$ cat src/rtl/regfile_arbiter.sv
// Round-robin two-requester arbiter/sequencer in front of a 32x32 register file, with RMW lock.
// Latency: grant and register-file drive are combinational; read data is registered, valid 1 cycle after accept.
// Backpressure: ready only for the granted valid requester; responses have no backpressure.
module regfile_arbiter #(
  parameter int DATA_W = 32,
  parameter int ADDR_W = 5
) (
  input  logic              clk_i,
  input  logic              rst_i,
  input  logic              req0_valid_i,
  output logic              req0_ready_o,
  input  logic              req0_we_i,
  input  logic [ADDR_W-1:0] req0_ra_i,
  input  logic [ADDR_W-1:0] req0_rb_i,
  input  logic [ADDR_W-1:0] req0_rw_i,
  input  logic [DATA_W-1:0] req0_wdata_i,
  input  logic              req0_lock_i,
  input  logic              req1_valid_i,
  output logic              req1_ready_o,
  input  logic              req1_we_i,
  input  logic [ADDR_W-1:0] req1_ra_i,
  input  logic [ADDR_W-1:0] req1_rb_i,
  input  logic [ADDR_W-1:0] req1_rw_i,
  input  logic [DATA_W-1:0] req1_wdata_i,
  input  logic              req1_lock_i,
  output logic              rsp0_valid_o,
  output logic              rsp1_valid_o,
  output logic [DATA_W-1:0] rsp_a_o,
  output logic [DATA_W-1:0] rsp_b_o,
  output logic [ADDR_W-1:0] aa_o,
  output logic [ADDR_W-1:0] ab_o,
  output logic [ADDR_W-1:0] aw_o,
  output logic              wren_o,
  output logic [DATA_W-1:0] wrdata_o,
  input  logic [DATA_W-1:0] a_i,
  input  logic [DATA_W-1:0] b_i
);

  logic              gnt0, gnt1, any_gnt, sel;
  logic              sel_we, sel_lock, rd_acc;
  logic [ADDR_W-1:0] sel_ra, sel_rb, sel_rw;
  logic [DATA_W-1:0] sel_wdata;

  logic              last_q, last_d;
  logic              lock_q, lock_d;
  logic              owner_q, owner_d;
  logic              rsp0_vld_q, rsp0_vld_d;
  logic              rsp1_vld_q, rsp1_vld_d;
  logic [DATA_W-1:0] rsp_a_q, rsp_a_d;
  logic [DATA_W-1:0] rsp_b_q, rsp_b_d;

  // Grant: a lock pins the grant to its owner; otherwise a lone requester wins, and on contention the one not served last.
  always_comb begin
    gnt0 = 1'b0;
    gnt1 = 1'b0;
    if (lock_q) begin
      gnt0 = req0_valid_i && !owner_q;
      gnt1 = req1_valid_i &&  owner_q;
    end else if (req0_valid_i && req1_valid_i) begin
      gnt0 = last_q;
      gnt1 = !last_q;
    end else begin
      gnt0 = req0_valid_i;
      gnt1 = req1_valid_i;
    end
  end

  // Mux the granted requester's transaction fields.
  always_comb begin
    sel       = gnt1;
    any_gnt   = gnt0 | gnt1;
    sel_we    = gnt1 ? req1_we_i    : req0_we_i;
    sel_lock  = gnt1 ? req1_lock_i  : req0_lock_i;
    sel_ra    = gnt1 ? req1_ra_i    : req0_ra_i;
    sel_rb    = gnt1 ? req1_rb_i    : req0_rb_i;
    sel_rw    = gnt1 ? req1_rw_i    : req0_rw_i;
    sel_wdata = gnt1 ? req1_wdata_i : req0_wdata_i;
    rd_acc    = any_gnt && !sel_we;
  end

  // Register-file drive: idle outputs are zero; writes to x0 are accepted but never strobe wren; no write while in reset.
  always_comb begin
    aa_o     = '0;
    ab_o     = '0;
    aw_o     = '0;
    wren_o   = 1'b0;
    wrdata_o = '0;
    if (any_gnt) begin
      if (sel_we) begin
        aw_o     = sel_rw;
        wrdata_o = sel_wdata;
        wren_o   = (sel_rw != '0) && !rst_i;
      end else begin
        aa_o = sel_ra;
        ab_o = sel_rb;
      end
    end
  end

  // Next state: round-robin pointer, lock ownership and the one-cycle read response.
  always_comb begin
    last_d     = last_q;
    lock_d     = lock_q;
    owner_d    = owner_q;
    rsp_a_d    = rsp_a_q;
    rsp_b_d    = rsp_b_q;
    rsp0_vld_d = rd_acc && !sel;
    rsp1_vld_d = rd_acc &&  sel;
    if (any_gnt) begin
      last_d = sel;
      lock_d = sel_lock;
      if (sel_lock) owner_d = sel;
    end
    if (rd_acc) begin
      rsp_a_d = a_i;
      rsp_b_d = b_i;
    end
  end

  // State registers; last resets to 1 so requester 0 wins the first contention.
  always_ff @(posedge clk_i or posedge rst_i) begin
    if (rst_i) begin
      last_q     <= 1'b1;
      lock_q     <= 1'b0;
      owner_q    <= 1'b0;
      rsp0_vld_q <= 1'b0;
      rsp1_vld_q <= 1'b0;
      rsp_a_q    <= '0;
      rsp_b_q    <= '0;
    end else begin
      last_q     <= last_d;
      lock_q     <= lock_d;
      owner_q    <= owner_d;
      rsp0_vld_q <= rsp0_vld_d;
      rsp1_vld_q <= rsp1_vld_d;
      rsp_a_q    <= rsp_a_d;
      rsp_b_q    <= rsp_b_d;
    end
  end

  assign req0_ready_o = gnt0;
  assign req1_ready_o = gnt1;
  assign rsp0_valid_o = rsp0_vld_q;
  assign rsp1_valid_o = rsp1_vld_q;
  assign rsp_a_o      = rsp_a_q;
  assign rsp_b_o      = rsp_b_q;

endmodule

$ cat config.mk
export PLATFORM = sky130hd
export DESIGN_NAME = regfile_arbiter
export DESIGN_NICKNAME = d
export VERILOG_FILES = /design/src/rtl/regfile_arbiter.sv
export SDC_FILE = /design/constraint.sdc
export NUM_CORES = 1
export LEC_CHECK = 0
export ABC_AREA = 1
export CORE_MARGIN = 5
export CORE_UTILIZATION = 34
export CTS_BUF_LIST = sky130_fd_sc_hd__clkbuf_4
export CTS_CLUSTER_DIAMETER = 120
export DETAILED_ROUTE_END_ITERATION = 7
export MAX_ROUTING_LAYER = met4
export PLACE_DENSITY_LB_ADDON = 0.25
export REMOVE_ABC_BUFFERS = 1
export SLEW_MARGIN = 20
export SYNTH_ARGS = -nofsm -noshare
export SYNTH_HDL_FRONTEND = slang
export SYNTH_SLANG_ARGS = --single-unit
$ cat constraint.sdc
create_clock -name clk_i -period 3.65 [get_ports clk_i]
set_input_delay 0.73 -clock clk_i [delete_from_list [all_inputs] [get_ports clk_i]]
set_output_delay 0.73 -clock clk_i [all_outputs]
set_load 0.02 [all_outputs]
* Word-level counts from Yosys, hierarchy flattened
Cells that the tools add are included.
Storage, ports and cells: word-level logic and storage cells 42, latch bits 0, output and inout port bits 116, memories kept 0, bits in registers 69, bits in writable memories 0, bits in read-only memories 0
Cells by class: bitwise logic cells 1, multipliers 0, magnitude comparators 0, eq/ne operators 0, add/sub/neg operators 0, reduce and logical (&&, ||, !) cells 14, shift operators 0, divide/modulo/power cells 0, multiplexer cells 20
Operators by type and width (number):
- 32-bit 2-to-1 mux | 3
- 5-bit 2-to-1 mux | 9
- 1-bit 2-to-1 mux | 8
- 1-bit logical AND | 7
- 1-bit zero test | 5
- 5-bit nonzero test | 1
- 2-bit AND reduction | 1
- 1-bit bitwise OR | 1

* Depth between registers and ports, before layout
Gate-level depths: netlist of run 1.
depth in word-level cells 8, mapped depth 10, depth with buffers taken out 8

* Worst setup path before layout of run 1
OpenSTA, ideal clock, no wires.
path kind in2out, from in rst_i, to out wren_o, arrival time 2.693 ns, stages 3, buffers on the path 0, path slack 0.227 ns, required time 2.920 ns, cell sequence inv_1 nand3_1 nor2_1
Between the ends: cells in the longest elaborated chain, start to end 4
Ends and longest elaborated chain:
- start, declared | line 9 | input logic rst_i,
- 1-bit zero test (no source line)
- 1-bit logical AND | line 92 | wren_o = (sel_rw != '0) && !rst_i;
- 1-bit 2-to-1 mux | line 89 | if (sel_we) begin
- 1-bit 2-to-1 mux | line 88 | if (any_gnt) begin
- end, declared | line 33 | output logic wren_o,
Every way passes these cells.

* Worst setup path in the final report of run 1
from in req1_valid_i, to out wrdata_o[2]
Between the ends: cells in the longest elaborated chain, start to end 6, elaborated cells between the ends (all ways) 11, those cells by class mux: 8; bitwise: 1; reduce/logical: 2
Ends and longest elaborated chain:
- start, declared | line 18 | input logic req1_valid_i,
- 1-bit logical AND | line 59 | end else if (req0_valid_i && req1_valid_i) begin
- 1-bit 2-to-1 mux | line 59
- 1-bit 2-to-1 mux | line 56 | if (lock_q) begin
- 32-bit 2-to-1 mux or 1-bit 2-to-1 mux (tied branches) | line 77, 72
- 32-bit 2-to-1 mux | line 89
- 32-bit 2-to-1 mux (*) | line 88
- end, declared | line 34 | output logic [DATA_W-1:0] wrdata_o,
Every way passes the cells marked *; elsewhere a longest branch is shown, timed or not.

==> results of run 1 <==
==> sequential cells by signal (all words and copies together), names as in the netlist <==
register,count
rsp_b_o,32
owner_q,1
rsp1_valid_o,1
rsp_a_o,32
last_q,1
rsp0_valid_o,1
lock_q,1
==> tightest hold or removal path: cells and delay by family, from the launching register on <==
kind / cells / cell delay (ns)
DFF: 1 / 0.36
and+or+nand+nor: 2 / 0.09
==> power groups by stage <==
stage | Sequential (mW) | Combinational [mW] | Clock [mW]
2_1_floorplan | 1.76 | 1.01 | 0
3_3_place_gp | 1.32 | 2.98 | 0
3_5_place_dp | 1.35 | 3.01 | 0
4_1_cts | 1.34 | 3.02 | 0.502
5_1_grt | 1.39 | 3.20 | 0.539
6_report | 1.33 | 2.98 | 0.486
==> cell type report <==
| cell class | instances | area (um^2) |
|---|---|---|
| Fill cell | 892 | 3620 |
| Tap cell | 136 | 170 |
| Clock inverter | 5 | 51.3 |
| Sequential cell | 69 | 1730 |
| Multi-Input combinational cell | 365 | 1590 |
| Inverter | 15 | 56.3 |
| Clock buffer | 11 | 82.6 |
| Timing Repair Buffer | 297 | 2980 |
==> through the flow <==
stage / cells / TNS (ns)
6_report: 898 / 0
5_1_grt: 898 / 0
4_1_cts: 898 / 0
3_5_place_dp: 882 / 0
3_3_place_gp: 882 / 0
2_1_floorplan: 449 / -52.29
==> per-layer routing <==
metal	GRT usage, %	part of all wire, %
met1	27.3	39
met2	42.2	50
met3	6.25	7.0
met4	10.8	4.3
met5	-	0
==> logic make-up (layout without fill, tap and decap cells) <==
| group | count (synthesis) | count (layout) | share of synthesized area (%) |
|---|---|---|---|
| buffers and inverters | 47 | 328 | 6.72 |
| flip-flops | 69 | 69 | 48.6 |
| AND/OR/NAND/NOR | 322 | 322 | 38.4 |
| AO/OA/AOI/OAI | 43 | 43 | 6.30 |
==> layout by cell type, fill, tap and decap left out, types with 2 or more instances in the layout <==
cell type,synthesis,layout
dlymetal6s2s_1,0,15
clkinv_1,1,3
dfrtp_1,68,68
nand2_1,229,228
nand3_1,76,76
inv_1,12,11
clkbuf_4,0,11
a21oi_1,36,36
nand2_4,2,2
inv_2,2,3
nor2_4,2,2
clkdlybuf4s50_1,0,264
o21ai_1,1,3
buf_4,2,17
nor2_1,9,9
nand3_2,2,2
==> how the worst max path moves through the flow <==
stage | endpoint | slack, ns | cells after the start
4_1_cts | wrdata_o[2] | 0.07 | 9
2_1_floorplan | aa_o[4] | -1.80 | 6
3_3_place_gp | ab_o[4] | 0.13 | 8
5_1_grt | wrdata_o[2] | 0.002 | 10
3_5_place_dp | wrdata_o[2] | 0.07 | 9
6_report | wrdata_o[2] | 0.06 | 9
==> what timing repair did <==
item,in CTS,in global routing
gates resized for setup,0,17
hold buffers,0,0
buffers inserted,0,0
hold endpoints to repair,0,0
endpoints found under the setup margin,0,16
==> flow_metrics.tcl, run 1 <==
set metrics [dict create \
    outcome "completed" \
    finClkSkew_ns 0.0279 \
    crit_buf_inv 4 \
    clk_latency_ns 0.41 \
    r2r-start "last_q$_DFFE_PP1P_" \
    min_from "rsp_a_o[30]$_DFFE_PP0N_" \
    yosys_warnings 0 \
    num_vias 4309 \
    hold_end "rsp_a_o[30]$_DFFE_PP0N_" \
    drtAntennaViolNets 0 \
    slew_headroom_pct 41.9 \
    grt_use_total_pct 24.7 \
    cts.path.max_buffers 2 \
    timing_worst_setup_path_type "input pin to output pin" \
    io_pins 282 \
    grt_pass1_wl_mm 23.8 \
    p_clk_share_pct 10.1 \
    crit_path_max_incr_delay_ns 0.64 \
    wl_per_cell_um 17.3 \
    path_cells "clkdlybuf4s50_1 -> nand3_2 -> inv_2 -> nor2_4 -> nor2_4 -> nand2_4 -> buf_12 -> a21oi_1 -> clkdlybuf4s50_1" \
    slowest_stage "clkdlybuf4s50_1" \
    yosys-top-cells-area "dfrtp_1 (48%), nand2_1 (24%), nand3_1 (11%)" \
    worst_pin_slew_ns 0.872 \
    cts_root_buf "clkbuf_4" \
    ys_types 23 \
    final_nets 923 \
    die_w_um 112 \
    ys_seq_area_share_pct 48.6 \
    maxCapViolCount 0 \
    cp-start-kind "input pin" \
    io_buffer_count 281 \
    ctsHtreeMaxLevel 3 \
    core_area_mm2 0.0103 \
    syn_inst 481 \
    pre_cts_slack_ns 0.0674 \
    r2r_slack_ns 1.49 \
    final_util_pct 64.8 \
    cts.sinks 69 \
    power_density_mw_per_mm2 721 \
    grt_start_max_net_pins 70 \
    die_h_um 112 \
    fin_ws_ns 0.0574 \
    diodes 0 \
    whs_ns 0.477 \
    synth_common_cells "nand2_1 (229), nand3_1 (76), dfrtp_1 (68)" \
    regToRegEndpoint "rsp_b_o[3]$_DFFE_PP0N_" \
    drt-pass1-iter-count 4 \
    leakage_nw 3.34 \
    p_total_mw 4.80 \
    synth-main-ff-cell "dfrtp_1" \
    routabilityCongestion 1.03 \
    syn_area_per_cell_um2 7.40 \
    crit_family "buffers and inverters" \
    worstPathMaxFanout 36 \
    p_seq_share_pct 27.8 \
    grt.overflow.total 0 \
    clock.fmax_ghz 0.278 \
    hpwl_mm 12.3 \
    dieArea_mm2 0.0126 \
    r2r_cells 7 \
    drt_wl_total_mm 15.6 \
    hold_class "register to register" \
    drc 0 \
    min_path_cells 2 \
    yosysMostFrequentCell "nand2_1" \
    switching_share_pct 44.7 \
    cts.clk_slew.worst_paths_ns 0.10 \
    grt_pass1_vias 4435 \
    drt_iter0_drc 285 \
    internal_power_mw 2.65 \
    combinationalPowerShare_pct 62.1 \
    start_util_pct 34.6 \
    ys_ff_latch 69 \
    power_switching_mw 2.15 \
    finalCriticalPeriod_ns 3.59 \
    hold_viol 0 \
    cts_made_buffers 9 \
    antenna_found_initial 0 \
    peakVddDrop_mv 0.575 \
    core.rowCount 37 \
    syn-cell-area_mm2 0.00356 \
    synth_enable_flop_cells 0 \
    final_cell_area_mm2 0.00666 \
    crit_required_ns 2.92 \
    place_area_mm2 0.00649 \
    cp-end-kind "output pin" \
    finalSetupViolations 0 \
    synthToLayoutAreaGrowth_pct 87.2 \
    crit_start "req1_valid_i" \
    rsz0062_at_grt "false" \
    synth_top_area_share_pct 47.8 \
    synth_top_area_cell "dfrtp_1" \
    drv_slew 0 \
    cts_tree "yes" \
    arrival_ns 2.86 \
    drive_above_1_share_pct 6.04 \
    via_per_inst 4.80 \
    ys_async_sr_fraction_pct 100 \
    fin_crit_sh_pct 98.4 \
]
Power figures use the tool's default switching activity.
==> run 2, diff against run 1 <==
--- a/config.mk
+++ b/config.mk
@@ -13,6 +13,7 @@
 export DETAILED_ROUTE_END_ITERATION = 7
 export MAX_ROUTING_LAYER = met4
 export PLACE_DENSITY_LB_ADDON = 0.25
+export RECOVER_POWER = 25
 export REMOVE_ABC_BUFFERS = 1
 export SLEW_MARGIN = 20
 export SYNTH_ARGS = -nofsm -noshare
==> run 2 against run 1 <==
Net effect: highest routed layer unchanged; combinational power barely moved; critical endpoint unchanged; clock skew fell by 0.0015 ns; final cell count rose by 0.11%; global-route usage did not move; first-iteration DRC count rose by 13%; register-to-register slack barely moved; utilization did not move; the flow now finishes with violations (max-capacitance violations, max-slew violations); largest cell class unchanged.
==> flow_metrics.tcl, run 2 (synthesis results as in run 1) <==
set metrics [dict create \
    drt_iter0_drc 323 \
    hold_class "register to register" \
    cts.sinks 69 \
    grt_use_total_pct 24.7 \
    peakVddDrop_mv 0.576 \
    path_cells "clkdlybuf4s50_1 -> nand3_2 -> inv_2 -> nor2_4 -> nor2_4 -> nand2_4 -> buf_12 -> a21oi_1 -> clkdlybuf4s50_1" \
    io_buffer_count 281 \
    die_h_um 112 \
    drt-pass1-iter-count 4 \
    start_util_pct 34.6 \
    wl_per_cell_um 17.3 \
    drv_slew 70 \
    power_density_mw_per_mm2 722 \
    finClkSkew_ns 0.0264 \
    hold_buffers 0 \
    crit_start "req1_valid_i" \
    grt_start_max_net_pins 70 \
    outcome "finished, violations left" \
    synthToLayoutAreaGrowth_pct 87.2 \
    cts.path.max_buffers 2 \
    drc 0 \
    slowest_stage "clkdlybuf4s50_1" \
    violations "max-capacitance violations, max-slew violations" \
    slew_headroom_pct -11.7 \
    core.rowCount 37 \
    final_cell_mix "clkdlybuf4s50_1 (263), nand2_1 (228), nand3_1 (76)" \
    cts_root_buf "clkbuf_4" \
    p_total_mw 4.81 \
    worstPathMaxFanout 36 \
    r2r_slack_ns 1.49 \
    final_nets 923 \
    pre_cts_slack_ns 0.0674 \
    dieArea_mm2 0.0126 \
    fin_crit_sh_pct 98.4 \
    cp-end-kind "output pin" \
    fin_tns_setup_ns 0 \
    grt_pass1_vias 4435 \
    crit_family "buffers and inverters" \
    antenna_found_initial 1 \
    finalSetupViolations 0 \
    fillers 892 \
    worst_pin_slew_ns 1.68 \
    finalCriticalPeriod_ns 3.59 \
    final_common_cell "clkdlybuf4s50_1" \
    maxCapViolCount 1 \
    num_vias 4330 \
    cts_setup_buffers 0 \
    drt_wl_total_mm 15.6 \
    crit_buf_inv 4 \
    cts_made_buffers 9 \
    drtAntennaViolNets 0 \
    cp-start-kind "input pin" \
    clock.fmax_ghz 0.278 \
    final_util_pct 64.8 \
    die_w_um 112 \
    final_cell_area_mm2 0.00666 \
    place_area_mm2 0.00649 \
    cts_tree "yes" \
    cts-resized-gates 0 \
    r2r-start "last_q$_DFFE_PP1P_" \
    fin_ws_ns 0.0576 \
    hold_viol 0 \
    rsz0062_at_grt "false" \
    leakage_nw 3.34 \
    core_area_mm2 0.0103 \
    arrival_ns 2.86 \
    crit_required_ns 2.92 \
    hpwl_mm 12.3 \
    routabilityCongestion 1.03 \
    drive_above_1_share_pct 5.91 \
    timing_worst_setup_path_type "input pin to output pin" \
    crit_path_max_incr_delay_ns 0.64 \
    min_from "rsp_a_o[30]$_DFFE_PP0N_" \
    grt.overflow.total 0 \
    io_pins 282 \
    dpl.cell_count 882 \
    whs_ns 0.476 \
    grt_pass1_wl_mm 23.8 \
    via_per_inst 4.82 \
    clk_latency_ns 0.41 \
    ctsHtreeMaxLevel 3 \
    fin_cells 899 \
    cts.clk_slew.worst_paths_ns 0.10 \
]
## run 2: cell types whose count changed in the layout (fill, tap and decap cells not counted)
cell             change
inv_2                -1
clkdlybuf4s50_1      -1
diode_2              +1
dlygate4sd3_1        +1
buf_4                -1
inv_1                +1
clkbuf_2             +1
## run 2: final timing paths
path,end,depth (start not counted)
min reg2reg,rsp_a_o[30]$_DFFE_PP0N_,2
min in group asynchronous,rsp_a_o[9]$_DFFE_PP0N_,3
min,rsp_a_o[30]$_DFFE_PP0N_,2
max,wrdata_o[2],9
max reg2reg,rsp_b_o[3]$_DFFE_PP0N_,7
max in group asynchronous,rsp_a_o[23]$_DFFE_PP0N_,3
## run 2: power by group
group	switching, mW	internal (mW)	leakage (nW)
combinational	1.68	1.30	2.41
clock	0.265	0.221	0.0759
sequential	0.204	1.13	0.848
## run 2: layout make-up
class,count,area [um^2],share of cell area (%)
inverters,15,56.3,0.845
well taps,136,170,2.55
diodes,1,2.50,0.0376
clock inverters,5,51.3,0.770
multi-input cells,365,1590,23.9
flip-flops and latches,69,1730,25.9
repair buffers,297,2980,44.7
clock buffers,11,82.6,1.24
## run 2: routing by layer
metal  part of all wire, %  vias to the layer above  routed length [um]  GRT usage [%]
met4                   4.3                        0                 667           10.8
met3                   6.9                       42                1080           6.25
li1                      -                     2088                   -              -
met2                    49                      197                7710           42.2
met1                    39                     2003                6120           27.3
met5                     0                        -                   0              -
## run 2: worst register-to-register path, delay by kind of cell, from the launching register on
| family | cells | cell delay (ns) |
|---|---|---|
| flip-flops | 1 | 0.58 |
| buffers and inverters | 2 | 0.74 |
| AO/OA/AOI/OAI | 1 | 0.15 |
| AND/OR/NAND/NOR | 4 | 0.64 |
